`src/rtl/pc_pkg.sv`:
```
// pc_pkg: shared source encoding and default constants for the program-counter generator
package pc_pkg;
    typedef enum logic [2:0] {
        SRC_RST,
        SRC_SEQ,
        SRC_BRANCH,
        SRC_CALL,
        SRC_RET,
        SRC_TRAP,
        SRC_ERET
    } pc_src_e;
    localparam int DEF_ADDR_W     = 32;
    localparam int DEF_STEP       = 1;
    localparam int DEF_RESET_ADDR = 0;
    localparam int DEF_TRAP_VEC   = 'h10;
    localparam int DEF_RAS_DEPTH  = 4;
endpackage

```
`src/rtl/pc_if.sv`:
```
// pc_if: fetch-control bundle between pipeline control and the pc generator
interface pc_if import pc_pkg::*; #(
    parameter int ADDR_W    = DEF_ADDR_W,
    parameter int RAS_DEPTH = DEF_RAS_DEPTH
) ();
    logic                         pc_enable;
    logic                         trap_req;
    logic                         eret;
    logic                         branch_true;
    logic [ADDR_W-1:0]            new_addr;
    logic                         call_in;
    logic                         ret_in;
    logic [ADDR_W-1:0]            call_addr;
    logic [ADDR_W-1:0]            pc_output;
    pc_src_e                      pc_src;
    logic [ADDR_W-1:0]            epc;
    logic [$clog2(RAS_DEPTH):0]   ras_count;
    logic                         ras_underflow;
    logic                         ras_overflow;
    modport master (
        output pc_enable, trap_req, eret, branch_true, new_addr, call_in, ret_in, call_addr,
        input  pc_output, pc_src, epc, ras_count, ras_underflow, ras_overflow
    );
    modport slave (
        input  pc_enable, trap_req, eret, branch_true, new_addr, call_in, ret_in, call_addr,
        output pc_output, pc_src, epc, ras_count, ras_underflow, ras_overflow
    );
endinterface

```
`src/rtl/pc_ras.sv`:
```
// pc_ras: circular return-address stack; a push when full overwrites the oldest entry
module pc_ras #(
    parameter int ADDR_W    = 32,
    parameter int RAS_DEPTH = 4
) (
    input  logic                       clk,
    input  logic                       rst,
    input  logic                       push,
    input  logic                       pop,
    input  logic [ADDR_W-1:0]          push_data,
    output logic [ADDR_W-1:0]          top_data,
    output logic [$clog2(RAS_DEPTH):0] count,
    output logic                       empty,
    output logic                       full
);
    localparam int PW = $clog2(RAS_DEPTH);
    localparam logic [PW:0] DEPTH_C = (PW+1)'(RAS_DEPTH);
    logic [PW-1:0]     ptr_q, ptr_d;
    logic [PW:0]       cnt_q, cnt_d;
    logic [ADDR_W-1:0] mem_q [RAS_DEPTH];
    logic [ADDR_W-1:0] mem_d [RAS_DEPTH];
    assign top_data = mem_q[ptr_q - PW'(1)];
    assign count    = cnt_q;
    assign empty    = cnt_q == '0;
    assign full     = cnt_q == DEPTH_C;
    // ptr_q names the next free slot; wrapping it lets a full push drop the oldest entry
    always_comb begin
        ptr_d = ptr_q;
        cnt_d = cnt_q;
        mem_d = mem_q;
        if (push) begin
            mem_d[ptr_q] = push_data;
            ptr_d        = ptr_q + PW'(1);
            cnt_d        = full ? cnt_q : cnt_q + 1'b1;
        end else if (pop && !empty) begin
            ptr_d = ptr_q - PW'(1);
            cnt_d = cnt_q - 1'b1;
        end
    end
    // pointer and occupancy reset; stack contents are don't-care after reset
    always_ff @(posedge clk or posedge rst) begin
        if (rst) begin
            ptr_q <= '0;
            cnt_q <= '0;
        end else begin
            ptr_q <= ptr_d;
            cnt_q <= cnt_d;
        end
    end
    // entry storage carries no reset
    always_ff @(posedge clk) begin
        mem_q <= mem_d;
    end
endmodule

```
`src/rtl/pc_gen.sv`:
```
// pc_gen: prioritised next-fetch-address selection with exception PC and return stack
module pc_gen import pc_pkg::*; #(
    parameter int                ADDR_W     = DEF_ADDR_W,
    parameter int                STEP       = DEF_STEP,
    parameter logic [ADDR_W-1:0] RESET_ADDR = ADDR_W'(DEF_RESET_ADDR),
    parameter logic [ADDR_W-1:0] TRAP_VEC   = ADDR_W'(DEF_TRAP_VEC),
    parameter int                RAS_DEPTH  = DEF_RAS_DEPTH
) (
    input logic clk,
    input logic rst,
    pc_if.slave bus
);
    logic [ADDR_W-1:0] pc_q, pc_d, epc_q, epc_d, seq_addr, ras_top;
    pc_src_e           src_q, src_d;
    logic              under_q, under_d, over_q, over_d;
    logic              push, pop, ras_empty, ras_full;
    assign seq_addr = pc_q + ADDR_W'(STEP);
    pc_ras #(.ADDR_W(ADDR_W), .RAS_DEPTH(RAS_DEPTH)) u_ras (
        .clk       (clk),
        .rst       (rst),
        .push      (push),
        .pop       (pop),
        .push_data (seq_addr),
        .top_data  (ras_top),
        .count     (bus.ras_count),
        .empty     (ras_empty),
        .full      (ras_full)
    );
    // flushes win over stalls; call/ret/seq only advance when enabled, and only the winner touches the RAS
    always_comb begin
        pc_d    = pc_q;
        src_d   = src_q;
        epc_d   = epc_q;
        push    = 1'b0;
        pop     = 1'b0;
        under_d = 1'b0;
        over_d  = 1'b0;
        if (bus.trap_req) begin
            pc_d  = TRAP_VEC;
            epc_d = pc_q;
            src_d = SRC_TRAP;
        end else if (bus.eret) begin
            pc_d  = epc_q;
            src_d = SRC_ERET;
        end else if (bus.branch_true) begin
            pc_d  = bus.new_addr;
            src_d = SRC_BRANCH;
        end else if (bus.pc_enable) begin
            if (bus.call_in) begin
                push   = 1'b1;
                over_d = ras_full;
                pc_d   = bus.call_addr;
                src_d  = SRC_CALL;
            end else if (bus.ret_in) begin
                pop     = !ras_empty;
                under_d = ras_empty;
                pc_d    = ras_empty ? seq_addr : ras_top;
                src_d   = SRC_RET;
            end else begin
                pc_d  = seq_addr;
                src_d = SRC_SEQ;
            end
        end
    end
    // architectural PC state and registered RAS error pulses
    always_ff @(posedge clk or posedge rst) begin
        if (rst) begin
            pc_q    <= RESET_ADDR;
            src_q   <= SRC_RST;
            epc_q   <= '0;
            under_q <= 1'b0;
            over_q  <= 1'b0;
        end else begin
            pc_q    <= pc_d;
            src_q   <= src_d;
            epc_q   <= epc_d;
            under_q <= under_d;
            over_q  <= over_d;
        end
    end
    assign bus.pc_output     = pc_q;
    assign bus.pc_src        = src_q;
    assign bus.epc           = epc_q;
    assign bus.ras_underflow = under_q;
    assign bus.ras_overflow  = over_q;
endmodule
```
`src/flat_wrapper.sv`:
```
// flat-port wrapper written by rule: the top's interface ports become plain ports
module pc_gen_flat import pc_pkg::*;
#(
    parameter int                ADDR_W     = DEF_ADDR_W,
    parameter int                STEP       = DEF_STEP,
    parameter logic [ADDR_W-1:0] RESET_ADDR = ADDR_W'(DEF_RESET_ADDR),
    parameter logic [ADDR_W-1:0] TRAP_VEC   = ADDR_W'(DEF_TRAP_VEC),
    parameter int                RAS_DEPTH  = DEF_RAS_DEPTH
)
  (clk, rst, bus_pc_enable, bus_trap_req, bus_eret, bus_branch_true, bus_new_addr, bus_call_in, bus_ret_in, bus_call_addr, bus_pc_output, bus_pc_src, bus_epc, bus_ras_count, bus_ras_underflow, bus_ras_overflow);
  pc_if #(.ADDR_W(ADDR_W), .RAS_DEPTH(RAS_DEPTH)) bus_i ();
  input logic clk;
  input logic rst;
  input wire logic [$bits(bus_i.pc_enable)-1:0] bus_pc_enable;
  input wire logic [$bits(bus_i.trap_req)-1:0] bus_trap_req;
  input wire logic [$bits(bus_i.eret)-1:0] bus_eret;
  input wire logic [$bits(bus_i.branch_true)-1:0] bus_branch_true;
  input wire logic [$bits(bus_i.new_addr)-1:0] bus_new_addr;
  input wire logic [$bits(bus_i.call_in)-1:0] bus_call_in;
  input wire logic [$bits(bus_i.ret_in)-1:0] bus_ret_in;
  input wire logic [$bits(bus_i.call_addr)-1:0] bus_call_addr;
  output wire logic [$bits(bus_i.pc_output)-1:0] bus_pc_output;
  output wire logic [$bits(bus_i.pc_src)-1:0] bus_pc_src;
  output wire logic [$bits(bus_i.epc)-1:0] bus_epc;
  output wire logic [$bits(bus_i.ras_count)-1:0] bus_ras_count;
  output wire logic [$bits(bus_i.ras_underflow)-1:0] bus_ras_underflow;
  output wire logic [$bits(bus_i.ras_overflow)-1:0] bus_ras_overflow;
  assign bus_i.pc_enable = bus_pc_enable;
  assign bus_i.trap_req = bus_trap_req;
  assign bus_i.eret = bus_eret;
  assign bus_i.branch_true = bus_branch_true;
  assign bus_i.new_addr = bus_new_addr;
  assign bus_i.call_in = bus_call_in;
  assign bus_i.ret_in = bus_ret_in;
  assign bus_i.call_addr = bus_call_addr;
  assign bus_pc_output = bus_i.pc_output;
  assign bus_pc_src = bus_i.pc_src;
  assign bus_epc = bus_i.epc;
  assign bus_ras_count = bus_i.ras_count;
  assign bus_ras_underflow = bus_i.ras_underflow;
  assign bus_ras_overflow = bus_i.ras_overflow;
  pc_gen #(.ADDR_W(ADDR_W), .STEP(STEP), .RESET_ADDR(RESET_ADDR), .TRAP_VEC(TRAP_VEC), .RAS_DEPTH(RAS_DEPTH)) u_core (.clk(clk), .rst(rst), .bus(bus_i));
endmodule
```
`config.mk`:
```
export PLATFORM = sky130hd
export DESIGN_NAME = pc_gen_flat
export DESIGN_NICKNAME = d
export VERILOG_FILES = /design/src/rtl/pc_pkg.sv /design/src/rtl/pc_if.sv /design/src/rtl/pc_ras.sv /design/src/rtl/pc_gen.sv /design/src/flat_wrapper.sv
export SDC_FILE = /design/constraint.sdc
export NUM_CORES = 1
export LEC_CHECK = 0
export ABC_AREA = 1
export BUFFER_PORTS_ARGS = -buffer_cell sky130_fd_sc_hd__buf_2
export CAP_MARGIN = 0
export CORE_UTILIZATION = 62
export DETAILED_ROUTE_END_ITERATION = 12
export PLACE_DENSITY_LB_ADDON = 0.1
export SKIP_LAST_GASP = 1
export SYNTH_ARGS = -nofsm -noshare
export SYNTH_HDL_FRONTEND = slang
export SYNTH_SLANG_ARGS = --single-unit
export TNS_END_PERCENT = 1
```
`constraint.sdc`:
```
create_clock -name clk -period 8.9 [get_ports clk]
set_input_delay 1.78 -clock clk [delete_from_list [all_inputs] [get_ports clk]]
set_output_delay 1.78 -clock clk [all_outputs]
set_load 0.05 [all_outputs]
```
==> results.py <==
metrics = {
    "placement": {
        "gp_congestion": 0.928,
        "dp_cells": 1511,
        "dp.final_hpwl_mm": 18.3,
        "dpl_cell_area_mm2": 0.0111,
        "numPortBuffers": 143,
    },
    "clock_tree": {
        "clock-sinks": 202,
        "clk_latency_ns": 0.50,
        "cts_buffer_depth": 3,
        "postCtsSetupRepairBufs": 0,
        "cts_buffers": 21,
        "cts_resized": 0,
        "htreeDepth": 1,
        "cts-root-buf": "clkbuf_16",
        "cts_hold_buf": 0,
        "cts_tree": "done",
        "cts.clk_slew.worst_paths_ns": 0.06,
    },
    "final_layout": {
        "fin_area_mm2": 0.0117,
        "fin_cells": 1548,
        "finalNetCount": 1396,
        "regArea_mm2": 0.00570,
        "area_growth_pct": 14.4,
        "n_fill_cell": 1225,
        "insertedDiodeCount": 0,
        "layout-drive-gt1-share": 0.182,
        "multiInputGateArea_mm2": 0.00395,
    },
    "floorplanning": {
        "initial_core_util": 0.642,
        "die_area_mm2": 0.0171,
        "core_mm2": 0.0160,
        "io_pins": 144,
        "die_height_um": 131,
        "num_rows": 46,
        "die-width_um": 131,
    },
    "pwr": {
        "power_leakage_nw": 5.26,
        "comb_power_share": 0.326,
        "peakVddDrop_uv": 283,
        "p_int_mw": 1.81,
        "p_clk_frac": 0.291,
        "seq_power_share": 0.383,
        "power_switching_mw": 1.11,
        "powerDensity_mw_per_mm2": 248,
        "sw_frac_of_total": 0.381,
    },
    "logic_synthesis": {
        "ys_top_cells_by_area": "edfxtp_1 (37%), dfrtp_1 (18%), nand2_1 (15%), nand3_1 (4.8%), nor2_1 (4.2%)",
        "avgSynthCellArea_um2": 8.58,
        "synth-seq-cells": 202,
        "synth-async-reset-ratio": 0.366,
        "synth_warnings": 0,
        "synth_edf_count": 128,
        "syn_nets": 1275,
        "yosysSeqAreaShare": 0.555,
        "ys_types": 41,
        "yosysMostFrequentCell": "nand2_1",
        "synthTopCellsByCount": "nand2_1 (400), edfxtp_1 (128), nor2_1 (116), nand3_1 (98), inv_1 (91)",
        "netlist_area_mm2": 0.0103,
        "synthCells": 1197,
        "synth_top_area_frac": 0.374,
        "synth_top_cell_by_area": "edfxtp_1",
        "yosys_most_used_dff": "edfxtp_1",
    },
    "grt": {
        "antenna_found_initial": 0,
        "grt_overflow": 0,
        "grt_max_degree": 75,
        "grt_pass1_vias": 7883,
        "grt_pass1_wl_mm": 42.7,
        "track_usage": 0.335,
    },
    "setup_path": {
        "cp_top_family": "simple AND/OR/NAND/NOR gates",
        "path_cells": "buf_2, inv_1, nand2_2, nor2_2, nand3_2, nor2_2, buf_4",
        "crit_top_cell": "nor2_2",
        "cp_data_required_time_ns": 9.07,
        "slowest_delay_ns": 0.67,
        "crit_buf_inv": 3,
        "endpoint_kind": "flip-flop",
        "crit_fanout": 47,
        "critPathKind": "in2reg",
        "cp_data_arrival_time_ns": 4.26,
        "critPathSlowestCell": "nor2_2",
        "critPathLaunchType": "input port",
    },
    "timing": {
        "rsz0062_at_grt": "no",
        "fin_crit_ns": 4.10,
        "fmax_ghz": 0.244,
        "holdWs_ns": 0.504,
        "slew_viol_final": 0,
        "relSlewSlack": 0.225,
        "setup-violations-final": 0,
        "worstMarginPinSlew_ns": 1.16,
        "fin_crit_sh": 0.460,
        "fin_skew_ns": 0.0222,
        "hold_violations": 0,
        "tns_ns": 0,
    },
    "route": {
        "num_vias": 8704,
        "dr.pass1.iters": 6,
        "viasPerCell": 5.62,
        "drtIter0Drc": 923,
        "ant_nets": 0,
        "wl_mm": 27.6,
        "drc_errors": 0,
        "wire_per_inst_um": 17.8,
    },
    "worst_hold_path": {
        "min_path_type": "reg2reg",
    },
    "status": {
        "status": "completed",
    },
    "flow_run": {
        "drv_cap": 0,
    },
}
[logic make-up after synthesis]
logic type / synth area share
AND/OR/NAND/NOR: 0.279
flip-flops: 0.555
buffers and inverters: 0.0612
AO/OA/AOI/OAI: 0.0803
XOR/XNOR: 0.0166
adder cells (fa/ha/maj): 0.00804
[worst register-to-register path: cells and delay by family, from the launching register on]
family                 cells  cell delay, ns
flip-flops                 1            0.43
AND/OR/NAND/NOR            5            0.66
AO/OA/AOI/OAI              3            0.57
buffers and inverters      2            1.04
[stage by stage]
| step | setup WS, ns | utilization | power [mW] |
|---|---|---|---|
| 2_1_floorplan | 4.77 | - | 1.81 |
| 3_3_place_gp | 4.41 | 0.693 | 2.06 |
| 3_5_place_dp | 4.28 | 0.693 | 2.07 |
| 4_1_cts | 4.77 | 0.734 | 2.91 |
| 5_1_grt | 4.57 | 0.734 | 3.05 |
| 6_report | 4.80 | 0.734 | 2.92 |
[flip-flops by register name, summed over array words and instances, names as in the netlist]
name                      cells
u_core.bus.epc               32
u_core.bus.pc_output         32
u_core.bus.pc_src             3
u_core.bus.ras_overflow       1
u_core.bus.ras_underflow      1
u_core.u_ras.count            3
u_core.u_ras.mem_q          128
u_core.u_ras.ptr_q            2
[layout by cell type (no fill, tap or decap), types with 21 or more instances in the layout]
| master | count |
|---|---|
| nand2_1 | 400 |
| buf_2 | 143 |
| edfxtp_1 | 128 |
| nor2_1 | 112 |
| nand3_1 | 98 |
| inv_1 | 90 |
| dfrtp_1 | 73 |
| o21ai_0 | 60 |
| a21oi_1 | 47 |
| clkbuf_16 | 21 |
[area by class of cell]
| cell class | count | area share |
|---|---|---|
| repair buffers | 154 | 0.0680 |
| flip-flops and latches | 202 | 0.485 |
| well taps | 216 | 0.0230 |
| clock inverters | 10 | 0.00650 |
| clock buffers | 27 | 0.0501 |
| multi-input cells | 842 | 0.336 |
| inverters | 97 | 0.0310 |
[final timing paths]
kind | cells past startpoint | slack, ns | start | to
setup reg to reg | 10 | 6.11 | u_core.u_ras.count[0]$_DFFE_PP0P_ | u_core.bus.pc_output[15]$_DFFE_PP0P_
hold / removal | 2 | 0.50 | u_core.bus.epc[12]$_DFFE_PP0P_ | u_core.bus.epc[12]$_DFFE_PP0P_
max in group asynchronous | 3 | 6.66 | rst | u_core.u_ras.ptr_q[0]$_DFFE_PP0P_
min in group asynchronous | 3 | 1.56 | rst | u_core.bus.epc[2]$_DFFE_PP0P_
setup / recovery | 7 | 4.80 | bus_eret | u_core.u_ras.mem_q[98]$_DFFE_PP_
hold reg to reg | 2 | 0.50 | u_core.bus.epc[12]$_DFFE_PP0P_ | u_core.bus.epc[12]$_DFFE_PP0P_
[power groups by stage]
stage / logic [mW] / clock network (mW) / registers [mW]
after floorplan: 0.565 / 0 / 1.25
after global placement: 0.926 / 0 / 1.13
after detailed placement: 0.938 / 0 / 1.13
after CTS: 0.948 / 0.850 / 1.12
after global routing: 1.04 / 0.887 / 1.12
final: 0.951 / 0.849 / 1.12
[metal layers]
layer  track usage  part of all wire  wire (µm)
met1         0.523              0.44      12200
met2         0.491              0.44      12100
met5             0                 0          0
met4        0.0805             0.018        496
met3        0.0554              0.10       2900
Power figures use the tool's default switching activity.
